### src/rtl/soc_sysinfo_pkg.sv
// Shared constants for the system-info register block: word map, CTRL bits, INFO fields.
// Latency: n/a (constants and a pure byte-merge helper).
// Backpressure: n/a.
package soc_sysinfo_pkg;

  // Word addresses
  localparam logic [3:0] ADDR_ID       = 4'd0;
  localparam logic [3:0] ADDR_TS       = 4'd1;
  localparam logic [3:0] ADDR_INFO     = 4'd2;
  localparam logic [3:0] ADDR_CTRL     = 4'd3;
  localparam logic [3:0] ADDR_CNT_LO   = 4'd4;
  localparam logic [3:0] ADDR_CNT_HI   = 4'd5;
  localparam logic [3:0] ADDR_PERIOD   = 4'd6;
  localparam logic [3:0] ADDR_STATUS   = 4'd7;
  localparam logic [3:0] ADDR_SCRATCH0 = 4'd8;

  // CTRL bit positions
  localparam int CTRL_CNT_EN = 0;
  localparam int CTRL_IRQ_EN = 1;
  localparam int CTRL_CLR    = 2;

  // INFO field LSB positions
  localparam int INFO_VER_LSB  = 16;
  localparam int INFO_NSCR_LSB = 8;
  localparam int INFO_CNTW_LSB = 0;

  // Replace only the bytes of old_v whose byte-enable bit is set.
  function automatic logic [31:0] be_merge(input logic [31:0] old_v,
                                           input logic [31:0] new_v,
                                           input logic [3:0]  be);
    logic [31:0] r;
    r = old_v;
    for (int b = 0; b < 4; b++) begin
      if (be[b]) r[b*8 +: 8] = new_v[b*8 +: 8];
    end
    return r;
  endfunction

endpackage

### src/rtl/soc_sysinfo_ctr.sv
// Free-running uptime counter with synchronous clear and a high-word shadow latch.
// Latency: clear/increment/latch take effect on the next rising edge.
// Backpressure: none; control inputs are honoured every cycle.
module soc_sysinfo_ctr
  import soc_sysinfo_pkg::*;
#(
  parameter int CNT_W = 48
) (
  input  logic        clk_i,
  input  logic        rst_ni,
  input  logic        en_i,
  input  logic        clr_i,
  input  logic        latch_i,
  output logic [31:0] cnt_lo_o,
  output logic [31:0] shadow_o
);

  localparam int HI_W = CNT_W - 32;

  logic [CNT_W-1:0] cnt_q, cnt_d;
  logic [31:0]      shadow_q, shadow_d;
  logic [31:0]      hi_ext;

  // Next counter value: clear beats increment; natural wrap at 2^CNT_W.
  always_comb begin
    cnt_d = cnt_q;
    if (clr_i) begin
      cnt_d = '0;
    end else if (en_i) begin
      cnt_d = cnt_q + {{(CNT_W-1){1'b0}}, 1'b1};
    end
  end

  // Zero-extended upper word, captured when the low word is read.
  always_comb begin
    hi_ext = '0;
    hi_ext[HI_W-1:0] = cnt_q[CNT_W-1:32];
    shadow_d = latch_i ? hi_ext : shadow_q;
  end

  // Counter and shadow state registers.
  always_ff @(posedge clk_i) begin
    if (!rst_ni) begin
      cnt_q    <= '0;
      shadow_q <= '0;
    end else begin
      cnt_q    <= cnt_d;
      shadow_q <= shadow_d;
    end
  end

  assign cnt_lo_o = cnt_q[31:0];
  assign shadow_o = shadow_q;

endmodule

### src/rtl/soc_sysinfo.sv
// Avalon-MM system-info block: ID/build/info words, uptime counter, heartbeat tick, scratch.
// Latency: readdata/readdatavalid registered, exactly 1 cycle after read; irq registered.
// Backpressure: none; no wait states, every read/write strobe is accepted.
module soc_sysinfo
  import soc_sysinfo_pkg::*;
#(
  parameter logic [31:0] SYSTEM_ID   = 32'h6379_7378,
  parameter logic [31:0] TIMESTAMP   = 32'h0,
  parameter logic [15:0] VERSION     = 16'h0001,
  parameter int          NUM_SCRATCH = 2,
  parameter int          CNT_W       = 48
) (
  input  logic        clock,
  input  logic        reset_n,
  input  logic [3:0]  address,
  input  logic        read,
  input  logic        write,
  input  logic [31:0] writedata,
  input  logic [3:0]  byteenable,
  output logic [31:0] readdata,
  output logic        readdatavalid,
  output logic        irq
);

  logic        rd_en, wr_en;
  logic        ctrl_wr, period_wr, status_w1c;
  logic        ctr_clr, ctr_latch;
  logic [31:0] cnt_lo, shadow;
  logic [31:0] info_word, rd_mux;

  logic        cnt_en_q, cnt_en_d, irq_en_q, irq_en_d;
  logic [31:0] period_q, period_d;
  logic [31:0] tick_q, tick_d;
  logic        tick_hit;
  logic        status_q, status_d;
  logic        irq_q, irq_d;
  logic [31:0] rdata_q, rdata_d;
  logic        rvalid_q, rvalid_d;
  logic [31:0] scratch_q [NUM_SCRATCH];
  logic [31:0] scratch_d [NUM_SCRATCH];

  // A simultaneous read and write performs only the read.
  assign rd_en      = read;
  assign wr_en      = write & ~read;
  assign ctrl_wr    = wr_en && (address == ADDR_CTRL) && byteenable[0];
  assign ctr_clr    = ctrl_wr && writedata[CTRL_CLR];
  assign period_wr  = wr_en && (address == ADDR_PERIOD);
  assign status_w1c = wr_en && (address == ADDR_STATUS) && byteenable[0] && writedata[0];
  assign ctr_latch  = rd_en && (address == ADDR_CNT_LO);

  soc_sysinfo_ctr #(
    .CNT_W (CNT_W)
  ) u_ctr (
    .clk_i    (clock),
    .rst_ni   (reset_n),
    .en_i     (cnt_en_q),
    .clr_i    (ctr_clr),
    .latch_i  (ctr_latch),
    .cnt_lo_o (cnt_lo),
    .shadow_o (shadow)
  );

  // Constant INFO word assembled from the build parameters.
  always_comb begin
    info_word = '0;
    info_word[INFO_VER_LSB  +: 16] = VERSION;
    info_word[INFO_NSCR_LSB +: 8]  = 8'(NUM_SCRATCH);
    info_word[INFO_CNTW_LSB +: 8]  = 8'(CNT_W);
  end

  // Read data mux; unmapped words read as zero.
  always_comb begin
    rd_mux = '0;
    case (address)
      ADDR_ID:     rd_mux = SYSTEM_ID;
      ADDR_TS:     rd_mux = TIMESTAMP;
      ADDR_INFO:   rd_mux = info_word;
      ADDR_CTRL: begin
        rd_mux[CTRL_CNT_EN] = cnt_en_q;
        rd_mux[CTRL_IRQ_EN] = irq_en_q;
      end
      ADDR_CNT_LO: rd_mux = cnt_lo;
      ADDR_CNT_HI: rd_mux = shadow;
      ADDR_PERIOD: rd_mux = period_q;
      ADDR_STATUS: rd_mux[0] = status_q;
      default: begin
        for (int i = 0; i < NUM_SCRATCH; i++) begin
          if (address == ADDR_SCRATCH0 + 4'(i)) rd_mux = scratch_q[i];
        end
      end
    endcase
  end

  // Read response: capture on read, hold otherwise.
  always_comb begin
    rdata_d  = rd_en ? rd_mux : rdata_q;
    rvalid_d = rd_en;
  end

  // CTRL enables and PERIOD register updates.
  always_comb begin
    cnt_en_d = cnt_en_q;
    irq_en_d = irq_en_q;
    if (ctrl_wr) begin
      cnt_en_d = writedata[CTRL_CNT_EN];
      irq_en_d = writedata[CTRL_IRQ_EN];
    end
    period_d = period_wr ? be_merge(period_q, writedata, byteenable) : period_q;
  end

  // Heartbeat tick: clear or any PERIOD write restarts it; PERIOD=0 stops it.
  always_comb begin
    tick_d   = tick_q;
    tick_hit = 1'b0;
    if (ctr_clr || period_wr) begin
      tick_d = '0;
    end else if ((period_q != '0) && cnt_en_q) begin
      if (tick_q == period_q - 32'd1) begin
        tick_d   = '0;
        tick_hit = 1'b1;
      end else begin
        tick_d = tick_q + 32'd1;
      end
    end
  end

  // Sticky status with set-over-clear priority, and the registered interrupt.
  always_comb begin
    status_d = status_q;
    if (tick_hit)        status_d = 1'b1;
    else if (status_w1c) status_d = 1'b0;
    irq_d = status_q & irq_en_q;
  end

  // Byte-enabled scratch register writes.
  always_comb begin
    for (int i = 0; i < NUM_SCRATCH; i++) begin
      scratch_d[i] = scratch_q[i];
      if (wr_en && (address == ADDR_SCRATCH0 + 4'(i))) begin
        scratch_d[i] = be_merge(scratch_q[i], writedata, byteenable);
      end
    end
  end

  // All block state, synchronously reset.
  always_ff @(posedge clock) begin
    if (!reset_n) begin
      cnt_en_q <= 1'b1;
      irq_en_q <= 1'b0;
      period_q <= '0;
      tick_q   <= '0;
      status_q <= 1'b0;
      irq_q    <= 1'b0;
      rdata_q  <= '0;
      rvalid_q <= 1'b0;
      for (int i = 0; i < NUM_SCRATCH; i++) scratch_q[i] <= '0;
    end else begin
      cnt_en_q <= cnt_en_d;
      irq_en_q <= irq_en_d;
      period_q <= period_d;
      tick_q   <= tick_d;
      status_q <= status_d;
      irq_q    <= irq_d;
      rdata_q  <= rdata_d;
      rvalid_q <= rvalid_d;
      for (int i = 0; i < NUM_SCRATCH; i++) scratch_q[i] <= scratch_d[i];
    end
  end

  assign readdata      = rdata_q;
  assign readdatavalid = rvalid_q;
  assign irq           = irq_q;

endmodule

### config.mk
export PLATFORM = sky130hd
export DESIGN_NAME = soc_sysinfo
export DESIGN_NICKNAME = d
export VERILOG_FILES = /design/src/rtl/soc_sysinfo_pkg.sv /design/src/rtl/soc_sysinfo_ctr.sv /design/src/rtl/soc_sysinfo.sv
export SDC_FILE = /design/constraint.sdc
export NUM_CORES = 1
export LEC_CHECK = 0
export CAP_MARGIN = 20
export CORE_MARGIN = 4
export CORE_UTILIZATION = 64
export CTS_CLUSTER_DIAMETER = 120
export CTS_CLUSTER_SIZE = 8
export DETAILED_ROUTE_END_ITERATION = 8
export HOLD_SLACK_MARGIN = 0.05
export MAX_ROUTING_LAYER = met4
export PLACE_DENSITY_LB_ADDON = 0.12
export REMOVE_ABC_BUFFERS = 1
export SYNTH_ARGS = -nofsm -noshare
export SYNTH_HDL_FRONTEND = slang
export SYNTH_SLANG_ARGS = --single-unit
### constraint.sdc
create_clock -name clock -period 8.3 [get_ports clock]
set_clock_uncertainty 0.2 [all_clocks]
set_input_delay 1.66 -clock clock [delete_from_list [all_inputs] [get_ports clock]]
set_output_delay 1.66 -clock clock [all_outputs]
set_load 0.005 [all_outputs]
Word-level counts from Yosys, hierarchy flattened. Memory sizes are Yosys's and may differ from the RTL's. Cells that the tools add are included.

Word-level logic and storage cells: 82. Latch bits: 0. Bits in read-only memories: 0. Memories: 1. Bits of input ports: 44. Output and inout bits: 34. Bits in writable memories: 64. Bits in registers: 165.

Multipliers: 0. Div/mod/pow operators: 0. Magnitude comparators: 0. Reduce and logical (&&, ||, !) cells: 24. Eq/ne operators: 10. Add/sub/neg operators: 3. Mux-type cells: 25. Shift-type cells: 0. Bitwise logic cells: 6.

Memories: scratch_q (depth 2, width 32, read ports 2, clocked after memory_dff 0, write ports 2, RTL line soc_sysinfo.sv:39) `logic [31:0] scratch_q [NUM_SCRATCH];`.

Operators by type and width (count): $mux W32 (7); $pmux W30 S6 (1); $mux W8 (8); $add A48 B1 Y48 const B (1); $add A32 B1 Y32 const B (1); $eq A32 B32 Y1 (1); $reduce_bool A32 Y1 (1); $sub A32 B1 Y32 const B (1); $eq A4 B3 Y1 const B (4); $logic_and A1 B1 Y1 (11); $eq A4 B2 Y1 const B (2); $eq A4 B4 Y1 const B (2); $reduce_and A2 Y1 (4); $mux W1 (7); $pmux W1 S6 (1); $reduce_or A3 Y1 (2); $pmux W1 S5 (1); $eq A4 B1 Y1 const B (1); $logic_not A4 Y1 (1); $reduce_or A2 Y1 (2); $reduce_or A4 Y1 (1); $and A1 B1 Y1 (2); $not A1 Y1 (2); $or A1 B1 Y1 (2); other kinds (2) (2).

Logic depth before layout (Yosys ltp). Gate-level depths: netlist of the first run.

Depth in word-level cells: 8. Mapped depth: 13. Mapped depth without buffers: 10.

By module. From an unflattened synthesis of the first run, not the netlist that was laid out.

Cells, all modules: 1496. Area total of the unflattened synthesis: 12624.6 sq um.

By module, submodules not included: soc_sysinfo (area each 9396.5 sq um, cells an instance 1129, instances 1, sequential area each 3303.2 sq um); soc_sysinfo_ctr (area each 3228.1 sq um, cells an instance 367, instances 1, sequential area each 1281.2 sq um).

Least setup slack after synthesis of the first run. Ideal clock, no wire load.

Kind: input-to-reg. Start: input read. End: register tick_q[21]. Data required time: 7.966 ns. Stages: 11. Slack: 4.499 ns. Library setup time: 0.134 ns. Buffers on the path: 3. Arrival time: 3.466 ns. Cell sequence: clkbuf_1 -> nor2b_1 -> nand2_1 -> nor3b_1 -> and2_1 -> nand2_1 -> nand2_1 -> or2_2 -> buf_1 -> clkbuf_1 -> nor3_1.

Cells in the longest elaborated chain, start to end: 7. Elaborated cells between the ends (all ways): 8. Those cells by class: 2 x bitwise; 6 x reduce/logical.

Ends and longest elaborated chain: start, declared (RTL line soc_sysinfo.sv:16) `input logic read,`; $not A1 Y1 * (RTL line soc_sysinfo.sv:44) `assign wr_en = write & ~read;`; $and A1 B1 Y1 * (RTL line soc_sysinfo.sv:44); $logic_and A1 B1 Y1 (2 in a row) (RTL line soc_sysinfo.sv:45) `assign ctrl_wr = wr_en && (address == ADDR_CTRL) && byteenable[0];`; $logic_and A1 B1 Y1 (RTL line soc_sysinfo.sv:46) `assign ctr_clr = ctrl_wr && writedata[CTRL_CLR];`; $logic_or A1 B1 Y1 * (RTL line soc_sysinfo.sv:115) `if (ctr_clr || period_wr) begin`; $reduce_or A2 Y1 (no line) *; end signal, assigned (RTL line soc_sysinfo.sv:161) `tick_q <= tick_d;`; end, declared (RTL line soc_sysinfo.sv:33) `logic [31:0] tick_q, tick_d;`.

Mark *: on every way between the ends. The rest lies on a longest branch, timed or not. A chain may end at the register's enable or synchronous reset.

Final worst setup path of the first run.
Start: input address[1]. End: register status_q.

Cells in the longest elaborated chain, start to end: 7. Elaborated cells between the ends (all ways): 14. Those cells by class: 3 x eq/ne; 2 x mux; 9 x reduce/logical.

Ends and longest elaborated chain: start, declared (RTL line soc_sysinfo.sv:15) `input logic [3:0] address,`; $eq A4 B2 Y1 (RTL line soc_sysinfo.sv:45); $logic_and A1 B1 Y1 (2 in a row) (RTL line soc_sysinfo.sv:45); $logic_and A1 B1 Y1 (RTL line soc_sysinfo.sv:46); $logic_or A1 B1 Y1 (RTL line soc_sysinfo.sv:115); $mux W1 (RTL line soc_sysinfo.sv:115); $mux W1 / $reduce_bool A2 Y1 (equally long branches); end signal, assigned (RTL line soc_sysinfo.sv:162) `status_q <= status_d;`; end, declared (RTL line soc_sysinfo.sv:35) `logic status_q, status_d;`.

Several ways; a longest one is shown, not always the timed one.

==> key figures, run 1 <==
Cells and area
  • Area growth syn-to-layout: 14.24%
  • Fin util: 0.7514
  • Share of layout cells above drive strength 1: 0.05305
  • # diodes: 0
  • Final net count: 1440
  • Filler cell count: 1364
  • Commonest non-fill, non-tap cell in the layout: dfxtp_1
  • Most frequent cells in the layout: 229 x dfxtp_1, 180 x nand2_1, 98 x nand3_1, 88 x a21boi_0, 84 x nor2_1

STA
  • Final setup fails: 0
  • Actual slew at the worst max-slew pin: 1.100 ns
  • Hold slack: 0.2625 ns
  • Setup_tns: 0 ns
  • Fin crit share: 0.5661
  • RSZ-0062 raised after global routing: no
  • Post-layout minimum cycle time: 4.699 ns
  • Final Hold Viols: 0
  • F_max: 212.8 MHz
  • Max-slew violation count: 0
  • Max_slew headroom: 0.2655

Placed design
  • GP Congestion: 0.9307
  • PortBufs: 77
  • HPWL Detailed: 20.62 mm

Outcome
  • Run status: finished, final reports clean

Logic synthesis
  • Synth Area in Compound Gates: 0.1731
  • Yosys warns: 0
  • Seq/Total Area, Yosys: 0.4002
  • FF+latch count, synth: 229
  • Synth unique cells: 62
  • Multiplexer area fraction after synthesis: 0.04347
  • Number of flops mapped to enable cells by yosys: 0
  • Xor/xnor cell area share of the yosys netlist: 0.08793
  • Simple-gate share of the synthesized area: 0.2466
  • Primary FF master, synth: dfxtp_1
  • Synth top area share: 0.4002
  • Cells after Synth: 1370
  • Post-synth top area cell: dfxtp_1
  • Mapped Area: 11450 um^2
  • Syn_area_per_cell: 8.361 um^2
  • Ys async rst share: 0
  • Largest cells by area after synthesis: dfxtp_1 40%, nand2_1 5.9%, a21boi_0 5.8%
  • Adder-cell area share of the yosys netlist: 0.003277
  • Largest family of logic cells by synthesized area: simple AND/OR/NAND/NOR gates

Global route
  • First-pass GRT wire length: 51.22 mm
  • Antenna violations before repair: 0
  • Total GRT Usage: 0.3198
  • Vias in the first global route: 10110
  • Total gr overflow: 0
  • Largest net degree at the start of global routing: 101

Drt
  • Routed via count: 10350
  • Residual DRC: 0
  • Drt first pass iters: 5
  • Drt total wl: 31.22 mm
  • Wire length per cell: 19.27 um
  • Post-route ant nets: 0
  • DR iter-0 viols: 1101
  • DR vias/cell: 6.386

Die
  • Total I/O pin count: 78
  • Initial Utilization: 0.6577
  • Die area: 20100 um^2
  • Die Wd: 141.8 um
  • Height of the die: 141.8 um
  • Rows: 48
  • Core Area: 17420 um^2

Worst setup path
  • Reg2reg start: period_q[0]
  • Reg2reg end: tick_q[26]
  • Critical path class: input pin to flop
  • CP max FO: 33
  • Crit path launch type: input pin
  • Worst setup path start: address[1]
  • CP required: 8.46 ns
  • Crit path to: status_q
  • Worst path arrival time: 4.86 ns
  • R2R Setup Slk: 3.83 ns
  • Setup crit end kind: flop
  • Number of cells on the worst reg-to-reg path: 11

Power
  • Pwr Density: 191.9 nW/um^2
  • Net Sw Frac: 0.2315
  • Reg power frac: 0.447
  • Internal power: 1930 uW
  • Clock power share: 0.487
  • Static Leak: 0.004574 uW
  • Switching power: 581.3 uW
  • Comb power frac: 0.066
  • Worst VDD drop: 0.2019 mV

CTS
  • Reg clk slew, reported paths: 0.05 ns
  • CTS tree: built
  • Post-CTS setup buffer count: 0
  • Post-cts resize count: 0
  • CTS Buffer Depth: 3
  • Post-CTS Hold Fix Bufs: 0
  • Total CTS buffers: 34
  • Clk_lat worst skew: 0.51 ns
  • CTS Sinks: 229
  • CTS root buf: clkbuf_16
  • Clock H-tree levels: 2

Worst hold path
  • Worst hold path class: flop to flop
  • WHS Path Cells: 2

Flow run
  • Max-cap viol count: 0
-- cell families (layout without fill, tap and decap cells) --
| group | count (synthesis) | after routing |
|---|---|---|
| AOI/OAI and AO/OA | 269 | 269 |
| and+or+nand+nor | 577 | 577 |
| xor gates and xnor gates | 115 | 115 |
| adders and majority gates | 3 | 3 |
| DFF | 229 | 229 |
| muxes | 49 | 49 |
| buffers and inverters | 128 | 153 |
-- cell type report --
| class | instances | area, um^2 | share of cell area |
|---|---|---|---|
| Tap cell | 225 | 281.5 | 0.02151 |
| Inverter | 25 | 93.84 | 0.007171 |
| Clock buffer | 35 | 875.8 | 0.06693 |
| Clock inverter | 3 | 33.78 | 0.002582 |
| Sequential cell | 229 | 4584 | 0.3503 |
| Timing Repair Buffer | 90 | 855.8 | 0.06540 |
| Multi-Input combinational cell | 1013 | 6361 | 0.4861 |
-- through the flow --
step	area, um^2	std cells	power, uW	setup slack (ns)
floorplan	11030	1267	1211	3.307
global placement	12180	1582	1305	3.214
detailed placement	12180	1582	1307	3.164
CTS	13090	1620	2518	3.647
global route	13090	1620	2579	3.358
finish	13090	1620	2511	3.601
-- how the worst min path moves through the flow --
stage                       startpoint                 end  slack, ns
floorplan           u_ctr.shadow_o[10]  u_ctr.shadow_o[10]       0.24
global placement      scratch_q[0][52]    scratch_q[0][52]       0.25
detailed placement    scratch_q[0][52]    scratch_q[0][52]       0.26
CTS                   scratch_q[0][47]    scratch_q[0][47]       0.26
global route          scratch_q[0][10]    scratch_q[0][10]       0.28
finish                scratch_q[0][22]    scratch_q[0][22]       0.26
-- routing by layer --
| layer | routed length [um] | GRT usage | part of all wire | vias up |
|---|---|---|---|---|
| met1 | 13340 | 0.4076 | 0.43 | 4928 |
| met4 | 1182 | 0.1384 | 0.038 | 0 |
| li1 | - | - | - | 4861 |
| met3 | 2169 | 0.05022 | 0.069 | 98 |
| met5 | 0 | - | 0 | - |
| met2 | 14520 | 0.5060 | 0.47 | 458 |
-- state kept, by name, summed over array words and instances (netlist names) --
signal          count
cnt_en_q            1
irq                 1
irq_en_q            1
period_q           32
readdata           32
readdatavalid       1
scratch_q          64
status_q            1
tick_q             32
u_ctr.cnt_q        48
u_ctr.shadow_o     16
-- critical path, stage by stage --
cell and delay (ns):
clkdlybuf4s50_1 0.45, buf_4 0.32, and2_1 0.51, and3_1 0.98, or2_2 0.72, o21ai_0 0.18
-- power groups by stage --
stage | logic [uW] | clock network [uW] | registers [uW]
2_1_floorplan | 67.4 | 0 | 1140
6_report | 166 | 1220 | 1120
3_3_place_gp | 161 | 0 | 1140
3_5_place_dp | 163 | 0 | 1140
5_1_grt | 179 | 1280 | 1120
4_1_cts | 164 | 1230 | 1120
-- cell usage after synthesis (25+ instances only) --
library cell and instances:
xor2_1 49, a21oi_1 55, nor2_1 84, dfxtp_1 229, clkbuf_1 85, nor3_1 60, mux2i_1 43, nor2b_1 51
nand3_1 98, nand2_1 180, inv_1 25, a21boi_0 88, xnor2_1 66
(Power assumes the default switching activity.)
==> run 2: changes to the inputs <==
--- a/config.mk
+++ b/config.mk
@@ -7,7 +7,7 @@
 export LEC_CHECK = 0
 export CAP_MARGIN = 20
 export CORE_MARGIN = 4
-export CORE_UTILIZATION = 64
+export CORE_UTILIZATION = 59
 export CTS_CLUSTER_DIAMETER = 120
 export CTS_CLUSTER_SIZE = 8
 export DETAILED_ROUTE_END_ITERATION = 8
==> constraint.sdc (replaced) <==
create_clock -name clock -period 4.9 [get_ports clock]
set_clock_uncertainty 0.2 [all_clocks]
set_input_delay 0.98 -clock clock [delete_from_list [all_inputs] [get_ports clock]]
set_output_delay 0.98 -clock clock [all_outputs]
set_load 0.005 [all_outputs]
==> run 2 against run 1 <==
Effect of this change:
- largest cell class unchanged
- critical path depth is 5 higher
- highest routed layer unchanged
- global-route usage is 3.1 points lower
- critical path type is now flop to flop
- non-clock buffer count is 10 higher
==> key figures, run 2 (synthesized netlist as in run 1, its figures left out) <==
Outcome
  • Run status: finished, final reports clean

Cells and area
  • Commonest non-fill, non-tap cell in the layout: dfxtp_1
  • Area growth syn-to-layout: 15.28%
  • Most frequent cells in the layout: 229 x dfxtp_1, 180 x nand2_1, 98 x nand3_1, 88 x a21boi_0, 84 x nor2_1
  • Final instance area: 13210 um^2 (+0.91%)
  • Share of layout cells above drive strength 1: 0.05979 (+0.006740)
  • Largest register by flop count: scratch_q
  • Final net count: 1450 (+0.69%)
  • # diodes: 0 (unchanged)
  • Biggest regs: scratch_q: 64 flops, u_ctr.cnt_q: 48 flops
  • Max FFs per register: 64 (unchanged)

Flow run
  • Max-cap viol count: 0 (unchanged)

Worst setup path
  • Top delay family on crit path: simple AND/OR/NAND/NOR gates
  • Setup crit end kind: flop
  • Crit path launch type: flop
  • Worst path bufs/invs: 2 (unchanged)
  • R2R Setup Slk: 0.69 ns (-3.14 ns)
  • Worst path arrival time: 4.37 ns (-0.49 ns)
  • CP required: 5.05 ns (-3.41 ns)
  • Worst path cell trace: inv_1, ha_1, nor4b_2, nand3_1, or4_1, a21oi_1, nor2_1, a2111oi_4, and4_1, buf_4, nor3_1
  • Reg2reg end: tick_q[15]
  • Critical path's largest stage delay: 0.59 ns (-0.39 ns)
  • Reg2reg start: period_q[0]
  • Number of cells on the worst reg-to-reg path: 11 (unchanged)
  • Crit path depth: 11 (+5)
  • Critical path class: flop to flop
  • CP max stage cell: or4_1
  • CP max FO: 19 (-42%)

STA
  • Actual slew at the worst max-slew pin: 0.9644 ns (-0.1351 ns)
  • Post-layout minimum cycle time: 4.210 ns
  • Final setup fails: 0 (unchanged)
  • Setup_tns: 0 ns (unchanged)
  • Max-slew violation count: 0 (unchanged)
  • F_max: 237.5 MHz
  • RSZ-0062 raised after global routing: no
  • Max_slew headroom: 0.3550 (+0.08956)
  • Final Hold Viols: 0 (unchanged)
  • Fin crit share: 0.8592

CTS
  • Clock H-tree levels: 2 (unchanged)
  • CTS root buf: clkbuf_16
  • Total CTS buffers: 34 (unchanged)
  • CTS Sinks: 229 (unchanged)
  • Post-cts resize count: 0 (unchanged)
  • Post-CTS setup buffer count: 0 (unchanged)
  • Post-CTS Hold Fix Bufs: 0 (unchanged)
  • CTS Buffer Depth: 3 (unchanged)
  • CTS tree: built
  • Clk_lat worst skew: 0.51 ns (about the same)
  • Reg clk slew, reported paths: 0.05 ns (about the same)

Placed design
  • PortBufs: 77 (unchanged)
  • HPWL Detailed: 21.40 mm (+3.8%)
  • Post-Place Cell Area: 12300 um^2 (+0.98%)
  • GP Congestion: 0.9805 (+5.4%)

Global route
  • Largest net degree at the start of global routing: 88 (-13%)
  • First-pass GRT wire length: 49.92 mm (-2.5%)
  • Total GRT Usage: 0.2888 (-0.03100)
  • Total gr overflow: 0 (unchanged)
  • Vias in the first global route: 9533 (-5.7%)
  • Antenna violations before repair: 0 (unchanged)

Die
  • Die Wd: 147.3 um (+3.9%)
  • Total I/O pin count: 78 (unchanged)
  • Height of the die: 147.3 um (+3.9%)
  • Die area: 21710 um^2 (+8.0%)
  • Core Area: 18890 um^2 (+8.5%)
  • Initial Utilization: 0.6063 (-0.05140)
  • Rows: 50 (+4.2%)

Drt
  • Drt total wl: 31.27 mm (+0.16%)
  • DR iter-0 viols: 894 (-19%)
  • Post-route ant nets: 0 (unchanged)
  • DR vias/cell: 6.080 (-4.8%)
  • Residual DRC: 0 (unchanged)
  • Routed via count: 10120 (-2.1%)
  • Wire length per cell: 18.78 um (-2.5%)
  • Drt first pass iters: 6 (+1)

Power
  • Reg power frac: 0.448 (about the same)
  • Worst VDD drop: 0.3030 mV (+50%)
  • Power Total: 4245 uW (+69%)
  • Switching power: 974.2 uW (+68%)
  • Comb power frac: 0.067 (about the same)
  • Internal power: 3271 uW (+69%)
  • Clock power share: 0.485 (-0.002)
  • Pwr Density: 321.5 nW/um^2 (+68%)
  • Net Sw Frac: 0.2295 (-0.002009)
  • Static Leak: 0.004625 uW (+1.1%)

Worst hold path
  • WHS Path Cells: 2 (unchanged)
  • WHS Endpoint: scratch_q[0][43]
  • Worst hold path class: flop to flop
  • Hold path startpoint: scratch_q[0][43]
run 2: per-stage QoR:
step                  util  worst slack, ns  hold slack [ns]  cells
CTS                 0.6989           0.7630           0.2650   1665
floorplan                -           0.5868           0.2399   1267
global placement    0.6508           0.8638           0.2505   1627
finish              0.6989           0.6899           0.2635   1665
detailed placement  0.6508           0.7820           0.2587   1627
global route        0.6989           0.4002           0.2814   1665
run 2: worst max-delay path by stage:
stage | from | end | slack, ns
3_5_place_dp | period_q[0] | tick_q[17] | 0.78
4_1_cts | period_q[0] | tick_q[15] | 0.76
6_report | period_q[0] | tick_q[15] | 0.69
2_1_floorplan | address[2] | scratch_q[0][10] | 0.59
3_3_place_gp | period_q[0] | tick_q[24] | 0.86
5_1_grt | period_q[0] | tick_q[9] | 0.40
run 2: routing by layer:
layer / part of all wire / global-route usage / wire length (um)
met1: 0.43 / 0.3771 / 13570
met2: 0.47 / 0.4592 / 14670
met3: 0.068 / 0.04349 / 2112
met4: 0.029 / 0.1025 / 915
met5: 0 / - / 0
run 2: final cells by class:
type / instances / area [um^2]
sequential: 229 / 4584
timing repair buffer: 100 / 930.9
clock inverter: 3 / 33.78
clock buffer: 35 / 875.8
inverter: 25 / 93.84
tap: 260 / 325.3
multi-input combinational: 1013 / 6361
fill: 1611 / 5688
run 2: power by group through the flow:
stage / Combinational, uW / Clock [uW] / Sequential (uW)
detailed placement: 278 / 0 / 1940
CTS: 280 / 2090 / 1900
finish: 283 / 2060 / 1900
floorplan: 114 / 0 / 1940
global placement: 278 / 0 / 1940
global route: 304 / 2170 / 1900
run 2: worst min-delay path, cell delays in order (launching register included):
cell and delay, ns:
dfxtp_1 0.30, nand2_1 0.04, a21boi_0 0.06
